==> src/rtl/puc_pkg.sv <==
// puc_pkg: shared opcode values, ROM word layout and fetch FSM state encoding
package puc_pkg;
    localparam logic [3:0] OP_HALT = 4'hF;
    typedef struct packed {
        logic [3:0] opcode;
        logic [3:0] operand;
    } rom_word_t;
    typedef enum logic [2:0] {FETCH, WAIT, ISSUE, HALT, SWITCH} state_t;
endpackage

==> src/rtl/sync2.sv <==
// sync2: two-flop synchronizer for asynchronous board inputs
module sync2 #(
    parameter int WIDTH = 1
) (
    input  logic             clk,
    input  logic             rst,
    input  logic [WIDTH-1:0] d,
    output logic [WIDTH-1:0] q
);
    logic [WIDTH-1:0] meta;
    always_ff @(posedge clk or posedge rst)
        if (rst) {q, meta} <= '0;
        else     {q, meta} <= {meta, d};
endmodule

==> src/rtl/instr_fetch_unit.sv <==
// instr_fetch_unit: feeds the ALU from block ROM (program mode) or board switches (switch mode)
module instr_fetch_unit
    import puc_pkg::*;
#(
    parameter int ADDR_W      = 8,
    parameter int PROG_LEN    = 256,
    parameter int ROM_LATENCY = 2
) (
    input  logic              CLK,
    input  logic              RESET,
    input  logic              select_input,
    input  logic [3:0]        in_switch,
    input  logic [7:0]        douta,
    output logic [ADDR_W-1:0] addra,
    output logic              instr_valid,
    input  logic              instr_ready,
    output logic [3:0]        instr_opcode,
    output logic [3:0]        instr_operand,
    output logic              halted
);
    localparam int CNT_W = ROM_LATENCY > 1 ? $clog2(ROM_LATENCY) : 1;
    logic              sel_s, xfer, valid, valid_n, halt_r, halt_n, sw_first, sw_first_n;
    logic [3:0]        sw_s, last_sw, last_sw_n, opc, opc_n, opr, opr_n;
    logic [ADDR_W-1:0] pc, pc_n, pc_inc;
    logic [CNT_W-1:0]  cnt, cnt_n;
    state_t            state, state_n;
    rom_word_t         word;
    sync2 #(.WIDTH(1)) u_sel (.clk(CLK), .rst(RESET), .d(select_input), .q(sel_s));
    sync2 #(.WIDTH(4)) u_sw  (.clk(CLK), .rst(RESET), .d(in_switch),    .q(sw_s));
    assign word          = douta;
    assign xfer          = valid & instr_ready;
    assign pc_inc        = pc == ADDR_W'(PROG_LEN - 1) ? '0 : pc + 1'b1;
    assign addra         = pc;
    assign instr_valid   = valid;
    assign instr_opcode  = opc;
    assign instr_operand = opr;
    // halted drops as soon as the synchronised mode leaves program mode
    assign halted        = halt_r & sel_s;
    always_ff @(posedge CLK or posedge RESET)
        if (RESET) begin
            state    <= FETCH;
            pc       <= '0;
            cnt      <= '0;
            valid    <= 1'b0;
            opc      <= '0;
            opr      <= '0;
            halt_r   <= 1'b0;
            last_sw  <= '0;
            sw_first <= 1'b1;
        end else begin
            state    <= state_n;
            pc       <= pc_n;
            cnt      <= cnt_n;
            valid    <= valid_n;
            opc      <= opc_n;
            opr      <= opr_n;
            halt_r   <= halt_n;
            last_sw  <= last_sw_n;
            sw_first <= sw_first_n;
        end
    always_comb begin
        state_n    = state;
        pc_n       = pc;
        cnt_n      = cnt;
        valid_n    = valid;
        opc_n      = opc;
        opr_n      = opr;
        halt_n     = halt_r;
        last_sw_n  = last_sw;
        sw_first_n = sw_first;
        case (state)
            FETCH, WAIT:
                if (!sel_s) begin
                    state_n    = SWITCH;
                    sw_first_n = 1'b1;
                end else if (state == FETCH) begin
                    cnt_n   = CNT_W'(ROM_LATENCY - 1);
                    state_n = WAIT;
                end else if (cnt != '0) begin
                    cnt_n = cnt - 1'b1;
                end else if (word.opcode == OP_HALT) begin
                    halt_n  = 1'b1;
                    state_n = HALT;
                end else begin
                    {opc_n, opr_n} = word;
                    valid_n        = 1'b1;
                    state_n        = ISSUE;
                end
            ISSUE:
                if (xfer) begin
                    valid_n    = 1'b0;
                    pc_n       = pc_inc;
                    state_n    = sel_s ? FETCH : SWITCH;
                    sw_first_n = 1'b1;
                end
            HALT:
                if (!sel_s) begin
                    halt_n     = 1'b0;
                    state_n    = SWITCH;
                    sw_first_n = 1'b1;
                end
            SWITCH:
                if (sel_s && (!valid || xfer)) begin
                    valid_n = 1'b0;
                    pc_n    = '0;
                    state_n = FETCH;
                end else if (xfer) begin
                    valid_n = 1'b0;
                end else if (!valid && (sw_s != last_sw || sw_first)) begin
                    valid_n    = 1'b1;
                    opc_n      = sw_s;
                    opr_n      = 4'h0;
                    last_sw_n  = sw_s;
                    sw_first_n = 1'b0;
                end
            default: state_n = FETCH;
        endcase
    end
endmodule

==> config.mk <==
export PLATFORM = sky130hd
export DESIGN_NAME = instr_fetch_unit
export DESIGN_NICKNAME = d
export VERILOG_FILES = /design/src/rtl/puc_pkg.sv /design/src/rtl/sync2.sv /design/src/rtl/instr_fetch_unit.sv
export SDC_FILE = /design/constraint.sdc
export NUM_CORES = 1
export LEC_CHECK = 0
export ABC_AREA = 1
export BUFFER_PORTS_ARGS = -buffer_cell sky130_fd_sc_hd__buf_4
export CAP_MARGIN = 10
export CORE_MARGIN = 5
export CORE_UTILIZATION = 54
export CTS_BUF_LIST = sky130_fd_sc_hd__clkbuf_8 sky130_fd_sc_hd__clkbuf_16
export CTS_CLUSTER_DIAMETER = 100
export DETAILED_ROUTE_END_ITERATION = 10
export GPL_ROUTABILITY_DRIVEN = 0
export MAX_ROUTING_LAYER = met4
export PLACE_DENSITY = 0.75
export SETUP_SLACK_MARGIN = 0.02
export SYNTH_ARGS = -nofsm -noshare
export SYNTH_HDL_FRONTEND = slang
export SYNTH_SLANG_ARGS = --single-unit
==> constraint.sdc <==
create_clock -name CLK -period 3.95 [get_ports CLK]
set_input_delay 0 -clock CLK [delete_from_list [all_inputs] [get_ports CLK]]
set_output_delay 0 -clock CLK [all_outputs]
set_load 0.005 [all_outputs]
======== Yosys cells after proc, flatten, opt, wreduce, memory -nomap -nowiden ========
Index checks and enable logic that the tools add are counted.
word-level totals
  memories ................................ 0
  word-level logic and storage cells ...... 113
  memory bits (writable) .................. 0
  latch bits .............................. 0
  ROM bits ................................ 0
  bits of input ports ..................... 16
  bits in registers ....................... 37
cells by class
  bitwise operators ....................... 4
  order comparisons ....................... 0
  shift-type cells ........................ 0
  multiply operators ...................... 0
  add/subtract/negate cells ............... 2
  muxes and demuxes ....................... 52
  divide/modulo/power cells ............... 0
  reductions and logical operators ........ 21
  equality and inequality tests ........... 21
operators with widths
  cell                                                 count
  two-way mux 4 bit                                    14
  two-way mux 8 bit                                    3
  != test 2 bit, second input constant                 11
  two-way mux 1 bit                                    21
  two-way mux 3 bit                                    7
  case mux 4 bit (2 select lines)                      2
  case mux 8 bit (2 select lines)                      1
  case mux 3 bit (4 select lines)                      1
  AND reduction 6 bit                                  2
  adder 8 x 1 -> 8 bit, second input constant          1
  equality test 8 bit, second input constant           1
  != test 4 bit, second input constant                 2
  AND reduction 4 bit                                  2
  AND reduction 8 bit                                  1
  AND reduction 7 bit                                  1
  equality test 3 x 2 -> 1 bit, second input constant  2
  case mux 1 bit (3 select lines)                      2
  nonzero test 2 bit                                   3
  nonzero test 3 bit                                   2
  equality test 4 bit, second input constant           1
  != test 4 bit                                        1
  equality test 3 x 1 -> 1 bit, second input constant  1
  equality test 3 bit, second input constant           1
  logical NOT 3 bit                                    1
  other kinds (12)                                     16

======== Longest topological paths before layout ========
Gate-level depths: netlist of run 1.
  depth after elaboration ................. 7
  depth in mapped cells ................... 10
  gate-level depth less buffers ........... 10

======== Modules after synthesis ========
A second synthesis of run 1 with hierarchy kept.
unflattened totals
  cells, all modules ...................... 227
  area total of the unflattened synthesis .. 1831.8 um2
modules (own cells, without submodules)
  module            times used  area each (um2)  cells an instance
  instr_fetch_unit  1           1574.0           215
  sync2 at u_sw     1           203.9            9
  sync2 at u_sel    1           53.8             3

======== Least setup slack after synthesis of run 1 ========
No wires, ideal clock.
  path type ............................... flip-flop to flip-flop
  from .................................... register valid (netlist: instr_valid)
  to ...................................... register opc[0] (netlist: instr_opcode[0])
  required time ........................... 3.833 ns
  slack ................................... 2.615 ns
  cell stages (with the launch flop) ...... 8
  arrival time ............................ 1.219 ns
  cells stage by stage .................... dfrtp_1 -> inv_2 -> o21ai_4 -> nand2_4 -> a22oi_4 -> nand2_4 -> nand2_1 -> nand2_1
on the way
  longest elaborated chain between the ends .. 5
  elaborated cells between the ends (all ways) .. 9
  classes of those cells .................. eq/ne (3); bitwise (1); reduce/logical (5)
RTL lines
  what                                                           line                                                                      RTL
  start: declaration                                             instr_fetch_unit.sv:22                                                    logic sel_s, xfer, valid, valid_n, halt_r, halt_n, sw_first, sw_first_n;
  start signal: assignment                                       instr_fetch_unit.sv:54                                                    valid <= valid_n;
  bitwise AND 1 bit / logical NOT 1 bit (equally long branches)  instr_fetch_unit.sv:31, instr_fetch_unit.sv:103, instr_fetch_unit.sv:109
  logical OR 1 bit                                               instr_fetch_unit.sv:103                                                   if (sel_s && (!valid || xfer)) begin
  logical AND 1 bit                                              instr_fetch_unit.sv:103
  != test 2 bit (no line)                                        -
  AND reduction 8 bit (no line) (*)                              -
  end signal: assignment                                         instr_fetch_unit.sv:55                                                    opc <= opc_n;
  end: declaration                                               instr_fetch_unit.sv:23                                                    logic [3:0] sw_s, last_sw, last_sw_n, opc, opc_n, opr, opr_n;
Mark *: on every way between the ends. The rest lies on a longest branch, timed or not.
A chain may end at the register's enable or synchronous reset.

======== Worst setup path in the final report of run 1 ========
  from .................................... register state[0]
  to ...................................... register opc[0] (netlist: instr_opcode[0])
on the way
  longest elaborated chain between the ends .. 4
  elaborated cells between the ends (all ways) .. 14
  classes of those cells .................. eq/ne (9); mux (1); reduce/logical (4)
RTL lines
  what                                                                      line                                            RTL
  start: declaration                                                        instr_fetch_unit.sv:26                          state_t state, state_n;
  start signal: assignment                                                  instr_fetch_unit.sv:51                          state <= state_n;
  equality test 3 x 1 -> 1 bit / logical NOT 3 bit (equally long branches)  instr_fetch_unit.sv:71, instr_fetch_unit.sv:76
  OR reduction 2 bit                                                        instr_fetch_unit.sv:71                          case (state)
  != test 2 x 1 -> 1 bit (no line) (tied with other cells)                  -
  AND reduction 8 bit (no line)                                             -
Parallel ways exist; a longest one is shown, timed or not.

==> summary.md, run 1 <==
| Metric | Value |
|---|---|
| CP Cell Sequence | inv_2 > nand3_4 > inv_6 > nand3_1 > nand2_2 > nand2_4 > nand2_1 > nand2_1 |
| Vias | between 1500 and 2000 |
| CP max-delay cell | dfrtp_1 |
| Initial Util | 0.5618 |
| Register area | 927.1 um2 |
| TNS Setup | 0 ns |
| Die H | a little under 70 um |
| Diode count | 0 |
| Leak pwr | approximately 1.2 nW |
| Routed WL per cell | 11.96 um |
| Utilization after layout | 0.6968 |
| Multi-input combinational cell area | a little over 800 um2 |
| CP Class | flop to flop |
| Syn_area_per_cell | about 8.3 um2 |
| Pins Over Slew Limit | 0 |
| Max Fclk | roughly 0.65 GHz |
| Num rows | 21 |
| Status | finished, final reports clean |
| Final HPWL DP | approximately 2.8 mm |
| CP Launch Type | flop |
| Root Buffer | clkbuf_8 |
| Sequential share of the synthesized area | 0.4907 |
| Syn Inst Count | between 200 and 250 |
| Num CTS Buffers | 5 |
| H-tree depth | 2 |
| Post-Syn Nets | 244 |
| Critical Path End Type | flop |
| Worst path buffer plus inverter count | 2 |
| Max_slew headroom | 0.6962 |
| Fin crit period | around 1.5 ns |
| Total GRT Usage | 0.1814 |
| Most frequent cells in the layout | nand2_1 (61), dfrtp_1 (36), buf_4 (34), inv_1 (29), o21ai_0 (16) |
| Drt first-iter violations | 64 |
| Fin Clk Skew | 0.007859 ns |
| Period utilisation layout | 0.3899 |
| Post-DRT Antenna Nets | 0 |
| Crit Reg-Reg Startpoint | state[0] |
| Synth Register Bits | 37 |
| Slew @ Worst Pin | approximately 0.46 ns |
| Post-synthesis cell type count | 31 |
| WL final | between 3 and 4 mm |
| Vias/cell | roughly 4.9 |
| CTS sink cnt | 37 |
| RSZ-0062 raised after global routing | false |
| Synth warnings | 0 |
| Drt drc | 0 |
| Number of iterations in the first detailed-routing pass | 4 |
| Final #Nets | 290 |
| Critical path arrival | roughly 1.7 ns |
| CTS tree | yes |
| Max cap viols | 0 |
| Reg2Reg Depth | 8 |
| Largest net degree at the start of global routing | 38 |
| Fill cell count | approximately 280 |
| Grt total ovfl | 0 |
| Most common cell after layout, fill and taps aside | nand2_1 |
| Hold Startpoint | douta[1] |
| Hold Path Depth | 5 |
| Die width | 69.15 um |
| Number of global-route vias before repair | between 1500 and 2000 |
| Power Dens Cells | between 600 and 700 mW/mm2 |
| Hold Path Class | input pin to flop |
| Layout cells sized above 1 | 0.2518 |
| Area leader, netlist | dfrtp_1 |
| CP max FO | 18 |
| CTS max path bufs | 2 |
| PortBufs | 33 |
| Layout area overhead | 24.04% |
| Share of the synthesized area in the top cell type | 0.4768 |
| Finished Cell Area | ~0.0023 mm2 |
| IO Pins | 34 |
| Delay-heaviest family, CP | simple AND/OR/NAND/NOR gates |
| Reg2reg setup slack | roughly 2.4 ns |
| Top post-synthesis cells by area | dfrtp_1 (48%), nand2_1 (12%), inv_1 (5.8%) |
| Die Area | approximately 0.0048 mm2 |
| Max VDD drop | approximately 0.00036 V |
| Clk slew on worst S/H paths | ~0.08 ns |
| CP dominant cell by count | nand2_1 |
| Initial antenna violation count | 0 |
| Gates resized, CTS repair | 0 |
| Final number of setup-violating endpoints | 0 |
| First-pass GRT wire length | 6.879 mm |
| Placed cell area | approximately 0.0022 mm2 |
| Core area | about 0.0034 mm2 |
| Latest clock arrival within the worst-skew pair | approximately 0.29 ns |
| Worst reg2reg endpoint | instr_opcode[0] |
| Slowest stage delay, CP | around 0.4 ns |
| Required @ worst endpoint | a little over 4 ns |
| Final-report hold violation count | 0 |
| Hold path endpoint | instr_operand[1] |
| Synthesized cell area | approximately 0.0019 mm2 |
-- per-stage QoR --
step | power (mW) | setup slack [ns] | instances | hold WS [ns]
6_report | 1.556 | 2.410 | 320 | 0.04039
5_1_grt | 1.694 | 2.258 | 320 | 0.05864
4_1_cts | 1.571 | 2.405 | 320 | 0.04198
3_5_place_dp | 1.306 | 2.419 | 306 | 0.1108
3_3_place_gp | 1.292 | 2.461 | 306 | 0.1097
2_1_floorplan | 1.093 | 2.615 | 227 | 0.03143
-- repair_timing --
item                      CTS  global route
hold endpoints to repair   41             0
buffers inserted            0             0
hold buffers                6             0
-- area by class of cell --
type                       count  share of cell area
sequential                    37              0.3956
multi-input combinational    153              0.3476
timing repair buffer          40              0.1345
inverter                      36             0.06086
clock buffer                   5             0.02936
tap                           46             0.02456
clock inverter                 3            0.007475
-- state kept, by name, summed over array words and instances (netlist names) --
register       count
addra              8
instr_opcode       4
instr_operand      4
last_sw            4
u_sw.meta          4
u_sw.q             4
state              3
cnt                1
halt_r             1
instr_valid        1
sw_first           1
u_sel.meta         1
u_sel.q            1
-- kinds of logic after synthesis --
kind of cell / Yosys count / synth area share
adder cells (fa/ha/maj): 1 / 0.006621
XOR/XNOR: 3 / 0.01391
AO/OA/AOI/OAI: 32 / 0.1046
flip-flops: 37 / 0.4907
AND/OR/NAND/NOR: 117 / 0.3060
buffers and inverters: 37 / 0.07814
-- per-layer routing --
metal	GRT usage	vias to the layer above	wire [um]
met5	-	-	0
met4	0.06941	0	68
met3	0.05669	8	271
met2	0.2542	51	1693
met1	0.2453	701	1792
li1	-	816	-
-- synth_stat cells (all sizes together) --
| library cell | instances |
|---|---|
| o21a | 1 |
| nor2 | 19 |
| o211ai | 1 |
| or2 | 2 |
| o21ai | 23 |
| ha | 1 |
| a22oi | 1 |
| dfrtp | 36 |
| a21oi | 6 |
| nand3 | 17 |
| nand2 | 68 |
| nand4 | 7 |
| buf | 1 |
| nor4 | 1 |
| dfstp | 1 |
| inv | 36 |
| nor3 | 3 |
| xor2 | 3 |
-- worst max-delay path by stage --
stage,start,endpoint,slack (ns),cells after the start
floorplan,instr_valid,instr_opcode[0],2.61,7
global placement,state[0],instr_opcode[3],2.46,8
detailed placement,state[1],instr_opcode[0],2.42,8
CTS,state[1],instr_opcode[0],2.41,8
global route,state[0],instr_operand[1],2.26,8
finish,state[0],instr_opcode[0],2.41,8
-- power by group --
| part | switching, mW | internal, mW | total (mW) |
|---|---|---|---|
| sequential | 0.0876 | 0.491 | 0.579 |
| combinational | 0.437 | 0.285 | 0.722 |
| clock | 0.133 | 0.122 | 0.255 |
-- worst min-delay path: cells and delay by family --
kind / cells / cell delay [ns]
and+or+nand+nor: 3 / 0.15
buffers and inverters: 2 / 0.15
(Power assumes the default switching activity.)
==> inputs of run 2 (changes only) <==
Settings changed: ABC_AREA 1 to 0.
Clock period 3.95 ns to 1.5 ns, I/O delays scaled along.
==> summary.md, run 2 <==
| Metric | Value |
|---|---|
| Number of iterations in the first detailed-routing pass | 5 (+1) |
| Post-synth EDFFs | 0 (unchanged) |
| Area leader, netlist | dfrtp_1 |
| Number of global-route vias before repair | 1878 (+25%) |
| Top-count cell post-synth | dfrtp_1 |
| Finished Cell Area | 0.002851 mm2 (+22%) |
| Die H | 66.77 um (-3.4%) |
| Hold_ws | 0.008606 ns (-0.03178 ns) |
| Pins Over Slew Limit | 0 (unchanged) |
| Grt met1 use | 0.3370 (+0.09163) |
| Max cap viols | 0 (unchanged) |
| Share of the synthesized area in the top cell type | 0.5176 (+0.04079) |
| GRT met2 Usage | 0.5111 (+0.2569) |
| CP Launch Type | flop |
| Latest clock arrival within the worst-skew pair | 0.29 ns (about the same) |
| Routed WL per cell | 21.73 um (+82%) |
| Most common cell after layout, fill and taps aside | buf_4 |
| Syn_area_per_cell | 10.95 um2 (+32%) |
| Initial Util | 0.5654 (+0.003691) |
| Fin Clk Skew | 0.01276 ns (+0.004899 ns) |
| Synthesized cell area | 0.001740 mm2 (-7.9%) |
| Max Fclk | 0.5442 GHz (-16%) |
| Post-synth ARST share | 1.000 (unchanged) |
| Final HPWL DP | 3.203 mm (+13%) |
| PortBufs | 33 (unchanged) |
| Required @ worst endpoint | 1.68 ns (-2.46 ns) |
| Num CTS Buffers | 5 (unchanged) |
| Num rows | 20 (-4.8%) |
| Grt peak-use layer | met2 |
| Vias/cell | 6.351 (+29%) |
| Top post-synthesis cells by area | dfrtp_1 (52%), mux2_2 (3.9%), nand2_1 (3.5%) |
| Final number of setup-violating endpoints | 21 (+21) |
| CTS tree | yes |
| Total GRT Usage | 0.2954 (+0.1140) |
| Root Buffer | clkbuf_8 |
| Post-synthesis cell type count | 48 (+55%) |
| IO Pins | 34 (unchanged) |
| Most used flip-flop cell after synthesis | dfrtp_1 |
| Fill cell count | 102 (-64%) |
| Synth warnings | 0 (unchanged) |
| Hold Path Class | input pin to flop |
| M3 GR Usage | 0.06408 (+0.007395) |
| Hold Path Depth | 3 (-2) |
| Max VDD drop | 0.001375 V (+280%) |
| Max reg flops | 8 (unchanged) |
| Dpl ws | -0.2519 ns (-2.671 ns) |
| Slew @ Worst Pin | 0.5852 ns (+0.1295 ns) |
| Leak pwr | 1.321 nW (+7.5%) |
| Core area | 0.003078 mm2 (-8.5%) |
| H-tree depth | 2 (unchanged) |
| Reg2Reg Depth | 5 (-3) |
| Sequential share of the synthesized area | 0.5327 (+0.04198) |
| Layout area overhead | 63.84% |
| RSZ-0062 raised after global routing | true |
| Final #Nets | 277 (-4.5%) |
| CTS sink cnt | 37 (unchanged) |
| Period utilisation layout | 1.225 (+0.8352) |
| Final-report hold violation count | 0 (unchanged) |
| Critical path arrival | 2.02 ns (+0.29 ns) |
| Fin crit period | 1.838 ns (+0.2976 ns) |
| Failing checks | negative setup slack |
| Critical Path End Type | flop |
| Post-Syn Nets | 176 (-28%) |
| First-pass GRT wire length | 9.377 mm (+36%) |
| Pwr Total | 4.898 mW (+210%) |
| Commonest cells post-synth | dfrtp_1 (36), nand2_1 (16), nor2_1 (8), a21oi_1 (7) |
| Most frequent cells in the layout | buf_4 (78), dfrtp_1 (34), nand2_1 (16), dlygate4sd3_1 (13), buf_6 (9) |
| Die Area | 0.004458 mm2 (-6.8%) |
| Syn Inst Count | 159 (-30%) |
| Drt first-iter violations | 275 (+330%) |
| Post-DRT Antenna Nets | 0 (unchanged) |
| Layout cells sized above 1 | 0.5057 (+0.2539) |
| Die width | 66.77 um (-3.4%) |
| Drt drc | 0 (unchanged) |
| Placed cell area | 0.002345 mm2 (+6.7%) |
| Power Dens Cells | 1718 mW/mm2 (+160%) |
| Fin worst setup slack | -0.3376 ns (-2.748 ns) |
| Max_slew headroom | 0.6071 (-0.08910) |
| Largest net degree at the start of global routing | 38 (unchanged) |
| CTS max path bufs | 2 (unchanged) |
| Diode count | 0 (unchanged) |
| Clk slew on worst S/H paths | 0.08 ns (about the same) |
| WL final | 6.628 mm (+73%) |
| CP max FO | 5 (-13) |
| Initial antenna violation count | 0 (unchanged) |
| Status | finished with violations |
| Vias | 1937 (+23%) |
| Synth Register Bits | 37 (unchanged) |
| CP Class | flop to flop |
| Grt total ovfl | 0 (unchanged) |
==> run 2: report_power, final <==
group	switching, mW	internal [mW]	total (mW)	leakage, nW
logic	1.15	1.33	2.48	0.820
clock network	0.369	0.487	0.856	0.0593
registers	0.262	1.30	1.56	0.442
total	1.78	3.12	4.90	1.32
==> run 2: final cells by class <==
type / instances / area, um2 / area share
sequential: 37 / 929.6 / 0.3260
multi-input combinational: 111 / 923.4 / 0.3238
timing repair buffer: 100 / 817.0 / 0.2865
clock buffer: 5 / 68.82 / 0.02413
tap: 44 / 55.05 / 0.01931
clock inverter: 3 / 38.79 / 0.01360
inverter: 5 / 18.77 / 0.006582
==> run 2: cell families after synthesis <==
family,synth area share
AND/OR/NAND/NOR,0.2027
AO/OA/AOI/OAI,0.1697
flip-flops,0.5327
buffers and inverters,0.02876
multiplexers,0.03882
XOR/XNOR,0.02013
adder cells (fa/ha/maj),0.007188
==> run 2: path summary, 6_finish.rpt <==
| kind | from | endpoint | slack (ns) |
|---|---|---|---|
| hold / removal | douta[4] | instr_opcode[0] | 0.009 |
| min in group asynchronous | RESET | last_sw[2] | 0.38 |
| max in group asynchronous | RESET | instr_valid | 0.76 |
| setup reg to reg | state[1] | instr_operand[1] | -0.34 |
| setup / recovery | state[1] | instr_operand[1] | -0.34 |
| hold reg to reg | u_sw.meta[3] | u_sw.q[3] | 0.36 |
==> run 2: stage by stage <==
stage	util	std cells	setup TNS, ns
global placement	0.7618	269	-2.206
floorplan	-	159	-1.776
finish	0.9264	305	-5.073
CTS	0.8894	300	-1.547
global route	0.9264	305	-5.900
detailed placement	0.7618	269	-3.264
==> run 2: critical path: stages (launching register included) <==
cell,delay [ns]
dfrtp_1,0.43
or3b_4,0.49
a211oi_4,0.36
buf_4,0.19
nor3_4,0.05
a22o_1,0.21
==> run 2: per-layer routing <==
layer | share of wire | vias up
met5 | 0 | -
met4 | 0.060 | 0
met3 | 0.088 | 46
met2 | 0.49 | 173
met1 | 0.36 | 927
li1 | - | 791
==> run 2: timing repair <==
item / 4_1_cts / 5_1_grt
pin swaps: 9 / 11
hold endpoints to repair: 48 / 0
endpoints found under the setup margin: 20 / 22
resized for setup: 23 / 14
hold buffers: 13 / 0
cloned: 0 / 0
setup buffers: 12 / 5
